--- src/rtl/cdb_arbiter_pkg.sv ---
// rtl/cdb_arbiter_pkg.sv - shared widths, tag constants and result types for the CDB arbiter
package cdb_arbiter_pkg;

  localparam int DATA_WIDTH    = 32;
  localparam int ROB_TAG_WIDTH = 5;

  localparam logic [ROB_TAG_WIDTH-1:0] ZERO_ROB_TAG = '0;

  typedef logic [ROB_TAG_WIDTH-1:0] rob_tag_t;
  typedef logic [DATA_WIDTH-1:0]    data_t;

  // One buffered load/store result; LSB results never carry jump information.
  typedef struct packed {
    rob_tag_t tag;
    data_t    value;
  } lsb_entry_t;

  typedef struct packed {
    rob_tag_t tag;
    data_t    value;
    logic     jump;
    data_t    target;
  } cdb_result_t;

  localparam cdb_result_t IDLE_RESULT = '{tag: ZERO_ROB_TAG, value: '0, jump: 1'b0, target: '0};

  function automatic logic tag_valid(input rob_tag_t tag);
    return tag != ZERO_ROB_TAG;
  endfunction

endpackage

--- src/rtl/cdb_arbiter_if.sv ---
// rtl/cdb_arbiter_if.sv - producer inputs and broadcast outputs of the common data bus
interface cdb_arbiter_if
  import cdb_arbiter_pkg::*;
  ();

  logic     in_misbranch;
  rob_tag_t in_alu_reorder;
  data_t    in_alu_value;
  logic     in_alu_jump;
  data_t    in_alu_target;
  rob_tag_t in_lsb_reorder;
  data_t    in_lsb_value;
  logic     out_lsb_ready;
  rob_tag_t out_update_reorder;
  data_t    out_update_value;
  logic     out_update_jump;
  data_t    out_update_target;

  modport master (
    output in_misbranch,
    output in_alu_reorder, in_alu_value, in_alu_jump, in_alu_target,
    output in_lsb_reorder, in_lsb_value,
    input  out_lsb_ready,
    input  out_update_reorder, out_update_value, out_update_jump, out_update_target
  );

  modport slave (
    input  in_misbranch,
    input  in_alu_reorder, in_alu_value, in_alu_jump, in_alu_target,
    input  in_lsb_reorder, in_lsb_value,
    output out_lsb_ready,
    output out_update_reorder, out_update_value, out_update_jump, out_update_target
  );

endinterface

--- src/rtl/cdb_arbiter_result_fifo.sv ---
// rtl/cdb_arbiter_result_fifo.sv - ordered buffer of LSB results waiting for a free CDB slot
module result_fifo
  import cdb_arbiter_pkg::*;
#(
  parameter int DEPTH = 4
) (
  input  logic                   clk,
  input  logic                   rst,
  input  logic                   en,
  input  logic                   flush,
  input  logic                   push,
  input  lsb_entry_t             push_data,
  input  logic                   pop,
  output lsb_entry_t             head_data,
  output logic [$clog2(DEPTH):0] count,
  output logic                   empty
);

  localparam int PW = $clog2(DEPTH);
  localparam int CW = PW + 1;
  localparam logic [PW-1:0] PTR_ONE  = PW'(1);
  localparam logic [CW-1:0] CNT_ONE  = CW'(1);
  localparam logic [CW-1:0] FULL_CNT = CW'(DEPTH);

  lsb_entry_t    mem_q [DEPTH];
  logic [PW-1:0] head_q, head_d;
  logic [PW-1:0] tail_q, tail_d;
  logic [CW-1:0] count_q, count_d;
  logic          push_ok, pop_ok;

  assign empty     = (count_q == '0);
  assign count     = count_q;
  assign head_data = mem_q[head_q];

  // A push into a full buffer is only legal when the head leaves the same cycle.
  assign push_ok = push && !flush && ((count_q != FULL_CNT) || pop_ok);
  assign pop_ok  = pop && !flush && !empty;

  always_comb begin
    head_d  = head_q;
    tail_d  = tail_q;
    count_d = count_q;
    if (flush) begin
      head_d  = '0;
      tail_d  = '0;
      count_d = '0;
    end else begin
      if (push_ok) tail_d = tail_q + PTR_ONE;
      if (pop_ok)  head_d = head_q + PTR_ONE;
      unique case ({push_ok, pop_ok})
        2'b10:   count_d = count_q + CNT_ONE;
        2'b01:   count_d = count_q - CNT_ONE;
        default: count_d = count_q;
      endcase
    end
  end

  always_ff @(posedge clk) begin
    if (rst) begin
      head_q  <= '0;
      tail_q  <= '0;
      count_q <= '0;
    end else if (en) begin
      head_q  <= head_d;
      tail_q  <= tail_d;
      count_q <= count_d;
    end
  end

  always_ff @(posedge clk) begin
    if (en && push_ok) mem_q[tail_q] <= push_data;
  end

endmodule

--- src/rtl/cdb_arbiter.sv ---
// rtl/cdb_arbiter.sv - picks one ALU or LSB result per cycle and broadcasts it on the CDB
module cdb_arbiter
  import cdb_arbiter_pkg::*;
#(
  parameter int FIFO_DEPTH = 4
) (
  input logic          clk,
  input logic          rst,
  input logic          rdy,
  cdb_arbiter_if.slave cdb
);

  localparam int CW = $clog2(FIFO_DEPTH) + 1;
  localparam logic [CW-1:0] DEPTH_CNT = CW'(FIFO_DEPTH);

  cdb_result_t   out_q, out_d;
  lsb_entry_t    fifo_head;
  lsb_entry_t    lsb_entry;
  logic [CW-1:0] fifo_count;
  logic          fifo_empty;
  logic          fifo_push, fifo_pop, fifo_flush;
  logic          lsb_ready;
  logic          alu_valid, lsb_valid;

  assign lsb_ready = (fifo_count < DEPTH_CNT) && !cdb.in_misbranch;
  assign alu_valid = tag_valid(cdb.in_alu_reorder);
  // An LSB result offered while not ready is a protocol violation and is dropped.
  assign lsb_valid = tag_valid(cdb.in_lsb_reorder) && lsb_ready;
  assign lsb_entry = '{tag: cdb.in_lsb_reorder, value: cdb.in_lsb_value};

  result_fifo #(
    .DEPTH(FIFO_DEPTH)
  ) u_result_fifo (
    .clk       (clk),
    .rst       (rst),
    .en        (rdy),
    .flush     (fifo_flush),
    .push      (fifo_push),
    .push_data (lsb_entry),
    .pop       (fifo_pop),
    .head_data (fifo_head),
    .count     (fifo_count),
    .empty     (fifo_empty)
  );

  always_comb begin
    out_d      = IDLE_RESULT;
    fifo_push  = 1'b0;
    fifo_pop   = 1'b0;
    fifo_flush = 1'b0;
    if (cdb.in_misbranch) begin
      fifo_flush = 1'b1;
    end else if (alu_valid) begin
      out_d.tag    = cdb.in_alu_reorder;
      out_d.value  = cdb.in_alu_value;
      out_d.jump   = cdb.in_alu_jump;
      out_d.target = cdb.in_alu_target;
      fifo_push    = lsb_valid;
    end else if (!fifo_empty) begin
      // Queued results go first so LSB order is kept; a new one joins the tail.
      out_d.tag   = fifo_head.tag;
      out_d.value = fifo_head.value;
      fifo_pop    = 1'b1;
      fifo_push   = lsb_valid;
    end else if (lsb_valid) begin
      out_d.tag   = cdb.in_lsb_reorder;
      out_d.value = cdb.in_lsb_value;
    end
  end

  always_ff @(posedge clk) begin
    if (rst) begin
      out_q <= IDLE_RESULT;
    end else if (rdy) begin
      out_q <= out_d;
    end
  end

  assign cdb.out_lsb_ready      = lsb_ready;
  assign cdb.out_update_reorder = out_q.tag;
  assign cdb.out_update_value   = out_q.value;
  assign cdb.out_update_jump    = out_q.jump;
  assign cdb.out_update_target  = out_q.target;

endmodule

--- src/flat_wrapper.sv ---
// flat-port wrapper written by rule: the top's interface ports become plain ports
module cdb_arbiter_flat import cdb_arbiter_pkg::*;
#(
  parameter int FIFO_DEPTH = 4
)
  (clk, rst, rdy, cdb_in_misbranch, cdb_in_alu_reorder, cdb_in_alu_value, cdb_in_alu_jump, cdb_in_alu_target, cdb_in_lsb_reorder, cdb_in_lsb_value, cdb_out_lsb_ready, cdb_out_update_reorder, cdb_out_update_value, cdb_out_update_jump, cdb_out_update_target);
  cdb_arbiter_if cdb_i ();
  input logic clk;
  input logic rst;
  input logic rdy;
  input wire logic [$bits(cdb_i.in_misbranch)-1:0] cdb_in_misbranch;
  input wire logic [$bits(cdb_i.in_alu_reorder)-1:0] cdb_in_alu_reorder;
  input wire logic [$bits(cdb_i.in_alu_value)-1:0] cdb_in_alu_value;
  input wire logic [$bits(cdb_i.in_alu_jump)-1:0] cdb_in_alu_jump;
  input wire logic [$bits(cdb_i.in_alu_target)-1:0] cdb_in_alu_target;
  input wire logic [$bits(cdb_i.in_lsb_reorder)-1:0] cdb_in_lsb_reorder;
  input wire logic [$bits(cdb_i.in_lsb_value)-1:0] cdb_in_lsb_value;
  output wire logic [$bits(cdb_i.out_lsb_ready)-1:0] cdb_out_lsb_ready;
  output wire logic [$bits(cdb_i.out_update_reorder)-1:0] cdb_out_update_reorder;
  output wire logic [$bits(cdb_i.out_update_value)-1:0] cdb_out_update_value;
  output wire logic [$bits(cdb_i.out_update_jump)-1:0] cdb_out_update_jump;
  output wire logic [$bits(cdb_i.out_update_target)-1:0] cdb_out_update_target;
  assign cdb_i.in_misbranch = cdb_in_misbranch;
  assign cdb_i.in_alu_reorder = cdb_in_alu_reorder;
  assign cdb_i.in_alu_value = cdb_in_alu_value;
  assign cdb_i.in_alu_jump = cdb_in_alu_jump;
  assign cdb_i.in_alu_target = cdb_in_alu_target;
  assign cdb_i.in_lsb_reorder = cdb_in_lsb_reorder;
  assign cdb_i.in_lsb_value = cdb_in_lsb_value;
  assign cdb_out_lsb_ready = cdb_i.out_lsb_ready;
  assign cdb_out_update_reorder = cdb_i.out_update_reorder;
  assign cdb_out_update_value = cdb_i.out_update_value;
  assign cdb_out_update_jump = cdb_i.out_update_jump;
  assign cdb_out_update_target = cdb_i.out_update_target;
  cdb_arbiter #(.FIFO_DEPTH(FIFO_DEPTH)) u_core (.clk(clk), .rst(rst), .rdy(rdy), .cdb(cdb_i));
endmodule
--- config.mk ---
export PLATFORM = sky130hd
export DESIGN_NAME = cdb_arbiter_flat
export DESIGN_NICKNAME = d
export VERILOG_FILES = /design/src/rtl/cdb_arbiter_pkg.sv /design/src/rtl/cdb_arbiter_if.sv /design/src/rtl/cdb_arbiter_result_fifo.sv /design/src/rtl/cdb_arbiter.sv /design/src/flat_wrapper.sv
export SDC_FILE = /design/constraint.sdc
export NUM_CORES = 1
export LEC_CHECK = 0
export ABC_AREA = 1
export BUFFER_PORTS_ARGS = -buffer_cell sky130_fd_sc_hd__buf_2
export CAP_MARGIN = 20
export CORE_ASPECT_RATIO = 2
export CORE_MARGIN = 3
export CORE_UTILIZATION = 52
export CTS_BUF_LIST = sky130_fd_sc_hd__clkbuf_2
export DETAILED_ROUTE_END_ITERATION = 7
export PLACE_DENSITY_LB_ADDON = 0.25
export SYNTH_ARGS = -nofsm -noshare
export SYNTH_HDL_FRONTEND = slang
export SYNTH_HIERARCHICAL = 1
export SYNTH_SLANG_ARGS = --single-unit
export TNS_END_PERCENT = 5
--- constraint.sdc ---
create_clock -name clk -period 3.3 [get_ports clk]
set_clock_uncertainty 0.1 [all_clocks]
set_input_delay 0.33 -clock clk [delete_from_list [all_inputs] [get_ports clk]]
set_output_delay 0.33 -clock clk [all_outputs]
set_load 0.01 [all_outputs]
# Word level (Yosys, flattened, before mapping)
# Memories as Yosys holds them, arrays and structs flattened. A register that Yosys moved wholly into a read port is not among the register bits.
# Cells that the tools add are included.
dict set report totals {
  mem_count 1
  wordCells 58
  inputBits 111
  ramBits 148
  register_bits 77
}
# name words width rd rd_clocked_by_memory_dff write_ports line_no
set mem_list {}
lappend mem_list {u_core.u_result_fifo.mem_q 4 37 1 1 1 cdb_arbiter_result_fifo.sv:25} ;# lsb_entry_t mem_q [DEPTH];
dict set report op_classes {
  n_reduce_logical 20
  muxes 22
  n_eq_ne 3
  addsub 4
  magnitude_cmp 1
}
# op n
set ops {}
lappend ops {{2-to-1 mux 37 bit} 3}
lappend ops {{2-to-1 mux 70 bit} 1}
lappend ops {{2-to-1 mux 33 bit} 1}
lappend ops {{2-to-1 mux 2 bit} 6}
lappend ops {{nonzero test 5 bit} 2}
lappend ops {{2-to-1 mux 1 bit} 9}
lappend ops {{logical AND 1 bit} 7}
lappend ops {{case mux 3 bit (2 select lines)} 1}
lappend ops {{AND reduction 2 bit} 3}
lappend ops {{adder 2 x 1 -> 2 bit (second input constant)} 2}
lappend ops {{nonzero test 2 bit} 2}
lappend ops {{adder 3 x 1 -> 3 bit (second input constant)} 1}
lappend ops {{zero test 1 bit} 3}
lappend ops {{zero test 3 bit} 1}
lappend ops {{less-than comparator 3 bit (second input constant)} 1}
lappend ops {{2-to-1 mux 3 bit} 1}
lappend ops {{!= test 3 bit (second input constant)} 1}
lappend ops {{nonzero test 3 bit} 1}
lappend ops {{subtractor 3 x 1 -> 3 bit (second input constant)} 1}
lappend ops {{equality test 2 x 1 -> 1 bit (second input constant)} 1}
lappend ops {{equality test 2 bit (second input constant)} 1}
lappend ops {{logical OR 1 bit} 1}

# Logic depth before layout (Yosys ltp)
dict set report logic_depth {
  ltp_word 11
  ltp_mapped 21
}

# By module
# Netlist, hierarchy kept.
# mod area_each_um2 seq_area_each_um2 instances cells_each
set by_module_without_submodules {}
lappend by_module_without_submodules {result_fifo 6044.5 4624.4 1 444}
lappend by_module_without_submodules {cdb_arbiter 3562.2 1401.3 1 580}

# Worst setup path before layout
# Ideal clock, no wire load.
dict set report synth_path {
  path_kind {register -> register}
  startpoint {register u_core.u_result_fifo.count_q[0], in the netlist u_core/u_result_fifo/count[0]}
  endpoint {memory u_core/u_result_fifo/mem_q[0][0] (netlist bit) (enable)}
  n_path_buf 1
  path_slack_ps -337
  arrival_time_ps 3106
  synth_period_minus_slack_ps 3637
  setup_ps 431
  path_stages_with_launch 12
  cell_sequence {dfxtp_1 > nor2_4 > nand2_2 > inv_1 > inv_1 > nand4_4 > buf_2 > nor2_1 > nand2_1 > nand3_2 > nand2_2 > nor2_1}
}
dict set report synth_between {
  elab_chain_len 11
  elab_cells_between_ends 20
  classes_between {1 x order compare; 1 x eq/ne; 8 x mux; 10 x reduce/logical}
}
# element line_no
set synth_rtl {}
lappend synth_rtl {{start: declaration} cdb_arbiter_result_fifo.sv:28} ;# logic [CW-1:0] count_q, count_d;
lappend synth_rtl {{start signal: assignment} cdb_arbiter_result_fifo.sv:66} ;# count_q <= count_d;
lappend synth_rtl {{zero test 3 bit} cdb_arbiter_result_fifo.sv:31} ;# assign empty = (count_q == '0);
lappend synth_rtl {{named net u_core.fifo_empty} cdb_arbiter.sv:20} ;# logic fifo_empty;
lappend synth_rtl {{2-to-1 mux 1 bit} cdb_arbiter.sv:59} ;# end else if (!fifo_empty) begin
lappend synth_rtl {{2-to-1 mux 1 bit} cdb_arbiter.sv:53} ;# end else if (alu_valid) begin
lappend synth_rtl {{2-to-1 mux 1 bit} cdb_arbiter.sv:51} ;# if (cdb.in_misbranch) begin
lappend synth_rtl {{named net u_core.fifo_pop} cdb_arbiter.sv:21} ;# logic fifo_push, fifo_pop, fifo_flush;
lappend synth_rtl {{logical AND 1 bit (2 in a row)} cdb_arbiter_result_fifo.sv:37} ;# assign pop_ok = pop && !flush && !empty;
lappend synth_rtl {{logical OR 1 bit} cdb_arbiter_result_fifo.sv:36} ;# assign push_ok = push && !flush && ((count_q != FULL_CNT) || pop_ok);
lappend synth_rtl {{logical AND 1 bit} cdb_arbiter_result_fifo.sv:36}
lappend synth_rtl {{logical AND 1 bit} cdb_arbiter_result_fifo.sv:71} ;# if (en && push_ok) mem_q[tail_q] <= push_data;
lappend synth_rtl {{2-to-1 mux 1 bit} cdb_arbiter_result_fifo.sv:71}
lappend synth_rtl {{2-to-1 mux 1 bit (implied by the code)} cdb_arbiter_result_fifo.sv:71}
lappend synth_rtl {{end: declaration} cdb_arbiter_result_fifo.sv:25}
# The timed path passes the listed nets, and every way through them passes these cells.

# Worst setup path in the final report
dict set report layout_path {
  startpoint {register u_core.u_result_fifo.count_q[2], in the netlist u_core/u_result_fifo/count[2]}
  endpoint {register u_core.out_q (netlist bit u_core/cdb.out_update_reorder[1])}
}
dict set report layout_between {
  elab_chain_len 7
  elab_cells_between_ends 8
  classes_between {1 x order compare; 4 x mux; 3 x reduce/logical}
}
# element line_no
set layout_rtl {}
lappend layout_rtl {{less-than comparator 3 bit} cdb_arbiter.sv:25} ;# assign lsb_ready = (fifo_count < DEPTH_CNT) && !cdb.in_misbranch;
lappend layout_rtl {{logical AND 1 bit} cdb_arbiter.sv:25}
lappend layout_rtl {{logical AND 1 bit} cdb_arbiter.sv:28} ;# assign lsb_valid = tag_valid(cdb.in_lsb_reorder) && lsb_ready;
lappend layout_rtl {{2-to-1 mux 37 bit} cdb_arbiter.sv:65} ;# end else if (lsb_valid) begin
lappend layout_rtl {{2-to-1 mux 37 bit *} cdb_arbiter.sv:59}
lappend layout_rtl {{2-to-1 mux 37 bit *} cdb_arbiter.sv:53}
lappend layout_rtl {{2-to-1 mux 70 bit *} cdb_arbiter.sv:51}
lappend layout_rtl {{end signal: assignment} cdb_arbiter.sv:75} ;# out_q <= out_d;
lappend layout_rtl {{end: declaration} cdb_arbiter.sv:16} ;# cdb_result_t out_q, out_d;
# Every way passes the cells marked *; elsewhere a longest branch is shown, timed or not.
# A chain may end at the register's enable or synchronous reset.

==> results.tsv <==
metric	value	unit
switching_power	1.409	mW
cellPowerDensity	426.6	mW/mm²
syn-cell-area	0.009607	mm²
fin_cells	1597	
multi_input_area	0.002974	mm²
nNetsFinal	1462	
critPathLaunchType	flip-flop	
dp_hpwl	15220	µm
crit_path_cell_trace	nor2_1 > nand2_1 > clkinv_1 > buf_4 > nand3_1 > nand2_1 > nand2_1 > dlygate4sd3_1 > a21oi_1 > dlygate4sd3_1	
worst_pin_slew	0.7955	ns
syn_inst	1024	
via_per_inst	5.187	
detail_route.wl_per_cell	16.65	µm
vias	8283	
grt_usage	26.63	%
ff2ff_path_depth	10	
htreeDepth	2	
worstPathRequired	3.85	ns
cts_tree	yes	
r2r_slack	0.20	ns
initial_core_util	53.50	%
async_flop_share	0	%
min_to	u_core/cdb.out_update_value[0]	
grt_max_degree	75	
dieArea	0.02024	mm²
coreArea	0.01796	mm²
ys_ff_latch	227	
max_stage_delay	0.58	ns
ir_drop	0.3241	mV
min_period	3.101	ns
hold_path_depth	7	
fin_crit_sh	93.96	%
cts_root_buf	clkbuf_2	
total_power	5.305	mW
final_util	69.25	%
rsz0062_at_grt	false	
crit_slowest_cell	dlygate4sd3_1	
synth_cell_type_count	33	
syn2layout_area_growth	29.45	%
synthesis.nets	1140	
antenna_found_initial	1	
fillers	1397	
die_x	102.1	µm
path_max_fanout	24	
holdCritPathClass	in2reg	
final-setup-viol-count	0	
cellLeakagePower	5.415	nW
power.internal	3.895	mW
cp.arrival	3.65	ns
drc	0	
swShare	26.57	%
relSlewSlack	46.97	%
postSynthAreaPerCell	9.382	µm²
insertion_delay	0.76	ns
clk_path_buf_depth	3	
cp-end-kind	flip-flop	
drive_gt1_share	21.85	%
route.final.wire_length	26590	µm
r2r-end	u_core/cdb.out_update_reorder[1]	
maxCapViolCount	0	
timing.rr.start	u_core/u_result_fifo/count[2]	
timing.hold.ws	0.1170	ns
synth_top_flop_cell	edfxtp_1	
globalplace.congestion	0.8863	
cts_buffers	48	
cp_common_cell	nand2_1	
grt_pass1_vias	8792	
io_pins	182	
die_h	198.2	µm
grt_pass1_wl	41810	µm
cts_setup_buffers	0	
clock_sinks	227	
drt-pass1-iter-count	7	
ant_nets	0	
rows	69	
placedCellCount	1379	
clkPwrFrac	29.8	%
hold_violations	0	
maxSlewViolCount	0	
drt_iter0_drc	547	
clkSlewWorstSetupHoldPaths	0.12	ns
yosysSeqAreaShare	62.72	%
crit_type	reg2reg	
p_seq_share	58.5	%
hp-start	cdb_in_alu_value[0]	
portBuffers	181	
ys_warn_count	6	
combPwrFrac	11.7	%
fmax	322.5	MHz
regArea	0.006027	mm²
status	finished clean	
synth_edf_count	148	
grt_remaining_overflow	0	
[cell usage after synthesis, types with 3 or more instances]
library cell	number	area [µm²]
nand2_1	228	855.8
nor2_1	161	604.3
edfxtp_1	148	4444
inv_1	87	326.6
dfxtp_1	79	1582
a21oi_1	74	370.4
o21ai_0	54	270.3
nand3_1	42	210.2
o22ai_1	37	231.5
clkbuf_1	28	105.1
o21ai_1	23	115.1
buf_2	16	80.08
buf_4	7	52.55
inv_2	6	22.52
buf_6	4	45.04
ha_1	4	50.05
nand2_2	4	25.02
nand3_2	3	30.03
nor2_4	3	33.78
[worst max-delay path: cells and delay by family (launching register included)]
kind,cells,cell delay (ns)
DFF,1,0.43
AOI/OAI and AO/OA,1,0.05
and+or+nand+nor,5,0.44
buffers and inverters,4,1.96
[area by class of cell]
| class | instances | share of cell area [%] |
|---|---|---|
| flip-flops and latches | 227 | 48.47 |
| multi-input cells | 646 | 23.92 |
| repair buffers | 329 | 19.27 |
| inverters | 94 | 2.837 |
| clock buffers | 66 | 2.656 |
| well taps | 213 | 2.143 |
| clock inverters | 20 | 0.6741 |
| diodes | 2 | 0.04025 |
[what timing repair did]
| item | in CTS | in global routing |
|---|---|---|
| setup endpoints to repair | 0 | 1 |
| gates resized for setup | 0 | 1 |
| hold buffers | 130 | 0 |
| hold endpoints to repair | 227 | 0 |
[power groups by stage]
stage          clock network (mW)  logic [mW]  registers [mW]
4_1_cts                      1.64       0.608            3.10
2_1_floorplan                   0       0.267            3.18
3_3_place_gp                    0       0.486            3.17
5_1_grt                      1.77       0.685            3.11
6_report                     1.58       0.620            3.11
3_5_place_dp                    0       0.493            3.17
[flip-flops by register name, summed over array words and instances, names as in the netlist, named ones only]
name                           cells
u_core/u_result_fifo/count         3
u_core/cdb.out_update_reorder      5
u_core/cdb.out_update_value       32
u_core/u_result_fifo/head_q        2
u_core/u_result_fifo/mem_q       148
u_core/u_result_fifo/tail_q        2
u_core/cdb.out_update_target      32
u_core/cdb.out_update_jump         1
[through the flow]
step	setup WS, ns	TNS [ns]	instance area (µm²)
after floorplan	-0.3374	-49.94	9607
after global placement	0.8295	0	10710
after detailed placement	0.7556	0	10710
after CTS	0.2569	0	12430
after global routing	0.02013	0	12430
final	0.1994	0	12440
[per-layer routing]
layer,wire [µm],global-route usage [%]
met1,9645,28.24
met2,14750,49.07
met3,1302,4.408
met4,893,13.77
met5,0,0
[worst max-delay path by stage]
| stage | from | endpoint | cells after the start | slack [ns] |
|---|---|---|---|---|
| after CTS | u_core/u_result_fifo/count[2] | u_core/cdb.out_update_reorder[1] | 10 | 0.26 |
| after floorplan | u_core/u_result_fifo/count[0] | u_core/u_result_fifo/mem_q[0][0] | 11 | -0.34 |
| after detailed placement | u_core/u_result_fifo/count[0] | u_core/u_result_fifo/mem_q[0][29] | 11 | 0.76 |
| after global placement | u_core/u_result_fifo/count[0] | u_core/u_result_fifo/mem_q[0][30] | 11 | 0.83 |
| final | u_core/u_result_fifo/count[2] | u_core/cdb.out_update_reorder[1] | 10 | 0.20 |
| after global routing | u_core/u_result_fifo/count[0] | u_core/cdb.out_update_reorder[1] | 13 | 0.02 |
[cell families (layout without fill, tap and decap cells)]
family / Yosys count / count (layout) / synth area share [%]
flip-flops: 227 / 227 / 62.72
XOR/XNOR: 1 / 1 / 0.09119
AND/OR/NAND/NOR: 451 / 451 / 19.39
AO/OA/AOI/OAI: 189 / 189 / 10.35
buffers and inverters: 151 / 509 / 6.707
other: 0 / 2 / 0
adder cells (fa/ha/maj): 5 / 5 / 0.7294
[cell usage in the layout, fill, tap and decap left out, types with 12 or more instances in the layout]
cell type	synthesis	routed
nand2_1	228	228
buf_2	16	181
nor2_1	161	156
edfxtp_1	148	148
dlygate4sd3_1	0	130
inv_1	87	87
dfxtp_1	79	78
a21oi_1	74	74
clkbuf_2	1	66
o21ai_0	54	54
nand3_1	42	42
o22ai_1	37	37
o21ai_1	23	23
buf_4	7	13
clkinv_1	1	12
No activity file was read; power rests on OpenSTA's default activity.
